## config.mk

```make
export PLATFORM = sky130hd
export DESIGN_NAME = packet_framer
export DESIGN_NICKNAME = d
export VERILOG_FILES = /design/src/rtl/framer_pkg.sv /design/src/rtl/packet_framer_packer.sv /design/src/rtl/packet_framer.sv
export SDC_FILE = /design/constraint.sdc
export NUM_CORES = 1
export LEC_CHECK = 0
export ABC_CLOCK_PERIOD_IN_PS = 9500
export CAP_MARGIN = 20
export CORE_UTILIZATION = 51
export DETAILED_ROUTE_END_ITERATION = 7
export PLACE_DENSITY = 0.73
export REMOVE_ABC_BUFFERS = 1
export SYNTH_ARGS = -nofsm -noshare
export SYNTH_HDL_FRONTEND = slang
export SYNTH_SLANG_ARGS = --single-unit
```

## constraint.sdc

```tcl
create_clock -name clk_i -period 9.5 [get_ports clk_i]
set_clock_uncertainty 0.05 [all_clocks]
set_input_delay 1.9 -clock clk_i [delete_from_list [all_inputs] [get_ports clk_i]]
set_output_delay 1.9 -clock clk_i [all_outputs]
set_load 0.01 [all_outputs]
```

## src/rtl/framer_pkg.sv

```systemverilog
// Types and constants shared by the packet framer and its tests.
// Word-count helper rounds a partial final word up.
package framer_pkg;

  typedef enum logic [2:0] {
    S_IDLE,
    S_HDR0,
    S_HDR1,
    S_SEQ,
    S_PAYLOAD,
    S_CSUM,
    S_TAIL0,
    S_TAIL1
  } fsm_e;

  localparam logic [7:0] HDR_WORD0  = 8'hA5;
  localparam logic [7:0] HDR_WORD1  = 8'h5A;
  localparam logic [7:0] TAIL_WORD0 = 8'h0D;
  localparam logic [7:0] TAIL_WORD1 = 8'h0A;

  function automatic int unsigned word_count(input int unsigned len, input int unsigned per_word);
    return (len + per_word - 1) / per_word;
  endfunction

endpackage

```

## src/rtl/packet_framer_packer.sv

```systemverilog
// Packs PackedNum narrow elements LSB-first into one word; flush_i closes a
// partial word early, leaving its unused upper elements zero.
module packet_framer_packer #(
  parameter int UnpackedWidth = 1,
  parameter int PackedNum     = 8
) (
  input  logic                               clk_i,
  input  logic                               rst_ni,
  input  logic                               valid_i,
  output logic                               ready_o,
  input  logic [UnpackedWidth-1:0]           data_i,
  input  logic                               flush_i,
  output logic                               valid_o,
  input  logic                               pop_i,
  output logic [UnpackedWidth*PackedNum-1:0] data_o
);

  localparam int CntWidth = (PackedNum > 1) ? $clog2(PackedNum) : 1;

  logic [PackedNum-1:0][UnpackedWidth-1:0] word_q, word_d;
  logic [CntWidth-1:0] cnt_q, cnt_d;
  logic full_q, full_d;
  logic accept;

  // A completed word may be popped and a new one started in the same cycle.
  assign ready_o = !full_q || pop_i;
  assign accept  = valid_i && ready_o;
  assign valid_o = full_q;
  assign data_o  = word_q;

  always_comb begin
    word_d = word_q;
    cnt_d  = cnt_q;
    full_d = full_q;
    if (pop_i) begin
      word_d = '0;
      full_d = 1'b0;
    end
    if (accept) begin
      word_d[cnt_q] = data_i;
      if (flush_i || cnt_q == CntWidth'(PackedNum - 1)) begin
        full_d = 1'b1;
        cnt_d  = '0;
      end else begin
        cnt_d = cnt_q + 1'b1;
      end
    end
  end

  always_ff @(posedge clk_i or negedge rst_ni) begin
    if (!rst_ni) begin
      word_q <= '0;
      cnt_q  <= '0;
      full_q <= 1'b0;
    end else begin
      word_q <= word_d;
      cnt_q  <= cnt_d;
      full_q <= full_d;
    end
  end

endmodule

```

## src/rtl/packet_framer.sv

```systemverilog
// Frames a runtime-length element stream as header, optional sequence word,
// packed payload, optional XOR checksum and tail, through one output register.
module packet_framer
  import framer_pkg::*;
#(
  parameter int         UnpackedWidth = 1,
  parameter int         PackedNum     = 8,
  parameter int         MaxLenElems   = 4096,
  parameter logic [7:0] HeaderWord0   = HDR_WORD0,
  parameter logic [7:0] HeaderWord1   = HDR_WORD1,
  parameter logic [7:0] TailWord0     = TAIL_WORD0,
  parameter logic [7:0] TailWord1     = TAIL_WORD1,
  parameter bit         EnableSeq     = 1'b1,
  parameter bit         EnableCsum    = 1'b1,
  localparam int        PackedWidth   = UnpackedWidth * PackedNum,
  localparam int        LenWidth      = $clog2(MaxLenElems + 1)
) (
  input  logic                     clk_i,
  input  logic                     rst_ni,
  input  logic [LenWidth-1:0]      len_i,
  input  logic                     valid_i,
  output logic                     ready_o,
  input  logic [UnpackedWidth-1:0] unpacked_i,
  output logic                     valid_o,
  input  logic                     ready_i,
  output logic [PackedWidth-1:0]   data_o,
  output logic                     busy_o,
  output logic [PackedWidth-1:0]   seq_o,
  output logic                     frame_done_o
);

  fsm_e                   state_q, state_d;
  logic [LenWidth-1:0]    len_q, len_d, elem_cnt_q, elem_cnt_d, word_cnt_q, word_cnt_d;
  logic [PackedWidth-1:0] csum_q, csum_d, seq_q, seq_d, out_data_q, out_data_d;
  logic                   out_valid_q, out_valid_d;

  logic [LenWidth-1:0]    len_eff, words_total;
  logic                   fire, load_en, in_accept, last_fire;
  logic                   pk_ready, pk_valid, pk_flush, pk_pop;
  logic [PackedWidth-1:0] pk_data;

  assign len_eff = (len_i == '0 || 32'(len_i) > 32'(MaxLenElems)) ? LenWidth'(MaxLenElems) : len_i;
  assign words_total = LenWidth'(word_count(32'(len_q), 32'(PackedNum)));

  assign fire      = out_valid_q && ready_i;
  assign load_en   = !out_valid_q || ready_i;
  assign ready_o   = (state_q == S_PAYLOAD) && pk_ready && (elem_cnt_q < len_q);
  assign in_accept = valid_i && ready_o;
  assign pk_flush  = in_accept && (elem_cnt_q == len_q - 1'b1);
  assign last_fire = (state_q == S_PAYLOAD) && fire && (word_cnt_q == words_total - 1'b1);
  assign pk_pop    = (state_q == S_PAYLOAD) && pk_valid && load_en && !last_fire;

  assign valid_o = out_valid_q;
  assign data_o  = out_data_q;
  assign busy_o  = (state_q != S_IDLE);
  assign seq_o   = seq_q;

  packet_framer_packer #(
    .UnpackedWidth(UnpackedWidth),
    .PackedNum    (PackedNum)
  ) u_packer (
    .clk_i  (clk_i),
    .rst_ni (rst_ni),
    .valid_i(valid_i && (state_q == S_PAYLOAD) && (elem_cnt_q < len_q)),
    .ready_o(pk_ready),
    .data_i (unpacked_i),
    .flush_i(pk_flush),
    .valid_o(pk_valid),
    .pop_i  (pk_pop),
    .data_o (pk_data)
  );

  // The state names the word currently held (or about to be held) in the output register.
  always_comb begin
    state_d      = state_q;
    len_d        = len_q;
    elem_cnt_d   = elem_cnt_q;
    word_cnt_d   = word_cnt_q;
    csum_d       = csum_q;
    seq_d        = seq_q;
    out_valid_d  = out_valid_q && !ready_i;
    out_data_d   = out_data_q;
    frame_done_o = 1'b0;
    unique case (state_q)
      S_IDLE: if (valid_i) begin
        len_d       = len_eff;
        elem_cnt_d  = '0;
        word_cnt_d  = '0;
        csum_d      = '0;
        out_valid_d = 1'b1;
        out_data_d  = PackedWidth'(HeaderWord0);
        state_d     = S_HDR0;
      end
      S_HDR0: if (fire) begin
        out_valid_d = 1'b1;
        out_data_d  = PackedWidth'(HeaderWord1);
        state_d     = S_HDR1;
      end
      S_HDR1: if (fire) begin
        if (EnableSeq) begin
          out_valid_d = 1'b1;
          out_data_d  = seq_q;
          state_d     = S_SEQ;
        end else begin
          state_d = S_PAYLOAD;
        end
      end
      S_SEQ: if (fire) state_d = S_PAYLOAD;
      S_PAYLOAD: begin
        if (in_accept) elem_cnt_d = elem_cnt_q + 1'b1;
        if (fire) begin
          word_cnt_d = word_cnt_q + 1'b1;
          csum_d     = csum_q ^ out_data_q;
        end
        if (last_fire) begin
          out_valid_d = 1'b1;
          if (EnableCsum) begin
            out_data_d = csum_d;
            state_d    = S_CSUM;
          end else begin
            out_data_d = PackedWidth'(TailWord0);
            state_d    = S_TAIL0;
          end
        end else if (pk_pop) begin
          out_valid_d = 1'b1;
          out_data_d  = pk_data;
        end
      end
      S_CSUM: if (fire) begin
        out_valid_d = 1'b1;
        out_data_d  = PackedWidth'(TailWord0);
        state_d     = S_TAIL0;
      end
      S_TAIL0: if (fire) begin
        out_valid_d = 1'b1;
        out_data_d  = PackedWidth'(TailWord1);
        state_d     = S_TAIL1;
      end
      S_TAIL1: if (fire) begin
        frame_done_o = 1'b1;
        seq_d        = seq_q + 1'b1;
        state_d      = S_IDLE;
      end
      default: state_d = S_IDLE;
    endcase
  end

  always_ff @(posedge clk_i or negedge rst_ni) begin
    if (!rst_ni) begin
      state_q     <= S_IDLE;
      len_q       <= '0;
      elem_cnt_q  <= '0;
      word_cnt_q  <= '0;
      csum_q      <= '0;
      seq_q       <= '0;
      out_valid_q <= 1'b0;
      out_data_q  <= '0;
    end else begin
      state_q     <= state_d;
      len_q       <= len_d;
      elem_cnt_q  <= elem_cnt_d;
      word_cnt_q  <= word_cnt_d;
      csum_q      <= csum_d;
      seq_q       <= seq_d;
      out_valid_q <= out_valid_d;
      out_data_q  <= out_data_d;
    end
  end

endmodule
```

==> flow_summary.ini <==
[power_and_ir_drop]
p_leak_nw = 2.733
finalPower_mw = 1.894
p_per_area_nw_per_um2 = 289.6
ir_worst_vdd_mv = 0.1252

[synth]
yosysUniqueCellTypes = 71
ys_ff_latch = 79
synth_edf_count = 0
synth_ff_type = dfrtp_1
synth-async-reset-ratio_pct = 100.0
postSynthCellCount = 676
yosysWarnings = 0
synth.avg_cell_area_um2 = 8.603
synth-seq-area-share_pct = 33.99
netlist_area_um2 = 5816

[hold_path]
holdCritPathClass = flop to flop
hold_path.startpoint = csum_q[0]$_DFFE_PN0P_

[layout]
num_antenna_cells = 0
area_growth_pct = 12.46
drive_above_1_share_pct = 5.849
seq_area_um2 = 1977
fin_nets = 734
final_cell_count_no_fill = 841
fill_cells = 985
multi_input_area_um2 = 3553

[floorplanning]
ioPinCount = 38
core_area_um2 = 10980
num_rows = 38
chipHeight_um = 108.8
initial_utilization_pct = 52.95
fp.dieW_um = 108.8
dieArea_um2 = 11830

[routing]
drt_iter0_markers = 415
dr_total_vias = 5332
wire_per_inst_um = 18.53
drt-total-wl_um = 15580
drt-pass1-iter-count = 5
ant_nets = 0
drc = 0
vias_per_cell = 6.340

[timing]
clock.fmax_mhz = 136.6
tns_ns = 0
worst_slack_ns = 2.177
hold_violations = 0
hold_ws_ns = 0.4548
finalSetupViolations = 0
drv_slew = 0
worst_pin_slew_ns = 0.9245
fin_crit_sh_pct = 77.08
rsz0062_at_grt = no
slew_headroom_pct = 38.24
min_period_ns = 7.323

[clock_network]
cts_hold_buf = 0
cts_tree = built
cts.sinks = 79
cts_buffer_depth = 2
cts-htree-levels = 3
clockRootBuffer = clkbuf_16
numCtsBuffers = 9
path_clk_slew_ns = 0.06
post_cts_buffers = 0
cts_resized = 0
clock_latency_ns = 0.35

[worst_setup_path]
worst-path-buf-inv = 3
regToRegSetupSlack_ns = 4.17
crit_fanout = 11
cp_top_family = simple AND/OR/NAND/NOR gates
critPathKind = flop to primary output
crit_required_ns = 7.55
r2r-start = len_q[0]$_DFFE_PN0P_
slowest_stage = nor2b_1
end_kind = primary output
critPathMaxStageDelay_ns = 0.76
cp.arrival_ns = 5.37
startpoint_type = flop
crit_chain = inv_1 -> ha_1 -> nor2b_1 -> nor2_1 -> xnor2_1 -> ha_1 -> inv_1 -> nor4_1 -> a221oi_1 -> a41oi_1 -> a211o_1 -> a31oi_1 -> nor2b_1 -> clkdlybuf4s50_1
crit_path_start = len_q[0]$_DFFE_PN0P_

[flow_run]
cap_violations = 0

[run_status]
status = finished, final reports clean

[placed_design]
place_hpwl_um = 11230
pre_cts_ws_ns = 2.529
gp_congestion = 0.9316
port_buffers = 37
placed_cells = 824

[global_route]
grt_max_degree = 80
first_global_vias = 5048
grt_first_pass_wirelength_um = 25230
overflow = 0
antenna_found_initial = 0
grt_usage_pct = 28.06
-- through the flow --
step / instance area (um2) / util [%]
detailed placement: 6223 / 56.66
CTS: 6513 / 59.30
floorplan: 5655 / -
global route: 6540 / 59.55
global placement: 6223 / 56.66
finish: 6540 / 59.55
-- cells in the mapped netlist, types with 4 or more instances --
cell type,instances,area share [%]
nor2b_1,9,0.97
o31ai_1,12,1.5
and4_1,4,0.60
nand2b_1,7,0.75
inv_1,33,2.1
nor4_1,16,1.7
o21ai_0,41,3.5
nand3_1,26,2.2
a21oi_1,34,2.9
nand4_1,21,2.3
ha_1,20,4.3
buf_2,5,0.43
and3_1,8,0.86
and2_1,12,1.3
a21o_1,9,1.2
nor2_1,47,3.0
nand2_1,68,4.4
a211oi_1,4,0.52
clkbuf_1,21,1.4
a31oi_1,11,1.2
xnor2_1,49,7.4
or3_1,4,0.43
xor2_1,19,2.9
or2_2,5,0.54
dfrtp_1,79,34
mux2i_1,19,3.3
or4_1,4,0.52
nor3_1,18,1.5
o211ai_1,6,0.77
-- worst paths after layout --
kind,endpoint,cells after the start
max,ready_o,14
min reg2reg,csum_q[0]$_DFFE_PN0P_,1
min in group asynchronous,len_q[6]$_DFFE_PN0P_,1
max reg2reg,data_o[2]$_DFFE_PN0P_,14
min,csum_q[0]$_DFFE_PN0P_,1
max in group asynchronous,len_q[1]$_DFFE_PN0P_,2
-- power by group --
| part | leakage [nW] | total (mW) | internal, mW | switching, mW |
|---|---|---|---|---|
| registers | 1.05 | 0.601 | 0.432 | 0.169 |
| logic | 1.55 | 0.946 | 0.405 | 0.541 |
| clock network | 0.140 | 0.347 | 0.204 | 0.144 |
-- area by class of cell --
cell class                 count  area share [%]
clock buffer                  11           3.558
multi-input combinational    531           54.33
inverter                      34           1.951
clock inverter                 5          0.8609
sequential                    79           30.23
tap                          140           2.678
timing repair buffer          41           6.390
-- worst register-to-register path, delay by kind of cell, from the launching register on --
| family | cells | cell delay [ns] |
|---|---|---|
| AO/OA/AOI/OAI | 6 | 2.36 |
| AND/OR/NAND/NOR | 3 | 1.41 |
| adder cells (fa/ha/maj) | 2 | 0.49 |
| XOR/XNOR | 1 | 0.20 |
| buffers and inverters | 2 | 0.25 |
| flip-flops | 1 | 0.47 |
-- sequential cells by signal, summed over array words and instances, names as in the netlist, 8 cells and up --
register and count:
csum_q 8, data_o 8, elem_cnt_q 13, word_cnt_q 13
seq_o 8, len_q 13, u_packer.data_o 8
-- cell usage in the layout, fill, tap and decap left out, types with 3 or more instances in the layout --
master           Yosys  final
and4_1               4      4
clkdlybuf4s50_1      0     36
mux2i_1             19     19
or4_1                4      4
nor4_1              16     16
nand4_1             21     21
nand2_1             68     68
a22o_1               3      3
ha_1                20     20
buf_4                3      4
mux2_2               3      3
and2_1              12     12
a31oi_1             11     11
o221ai_1             3      3
nor2b_1              9      9
o211ai_1             6      6
nand3_1             26     26
a21o_1               9      9
nor3_1              18     18
dfrtp_1             79     79
or3_1                4      4
xor2_1              19     19
xnor2_1             49     49
or2_2                5      5
inv_1               33     33
o21ai_0             41     41
clkbuf_16            0      9
a21oi_1             34     34
o31ai_1             12     12
nor2_1              47     46
a211oi_1             4      4
nand2b_1             7      7
o2111ai_1            3      3
and3_1               8      8
-- logic make-up after synthesis --
family	Yosys count	synth area share, %
compound gates	162	19.56
buf+inv	66	4.948
xor+xnor	69	10.63
flops	79	33.99
simple gates	256	22.20
fa+ha+maj	20	4.303
mux	24	4.367
-- metal layers --
layer | wire (um) | vias up | global-route usage [%]
li1 | - | 2500 | -
met3 | 1038 | 30 | 4.065
met2 | 7091 | 218 | 42.45
met5 | 0 | - | 0
met1 | 7095 | 2584 | 39.60
met4 | 356 | 0 | 12.84
Note: power is estimated with default switching activity, not from simulation.
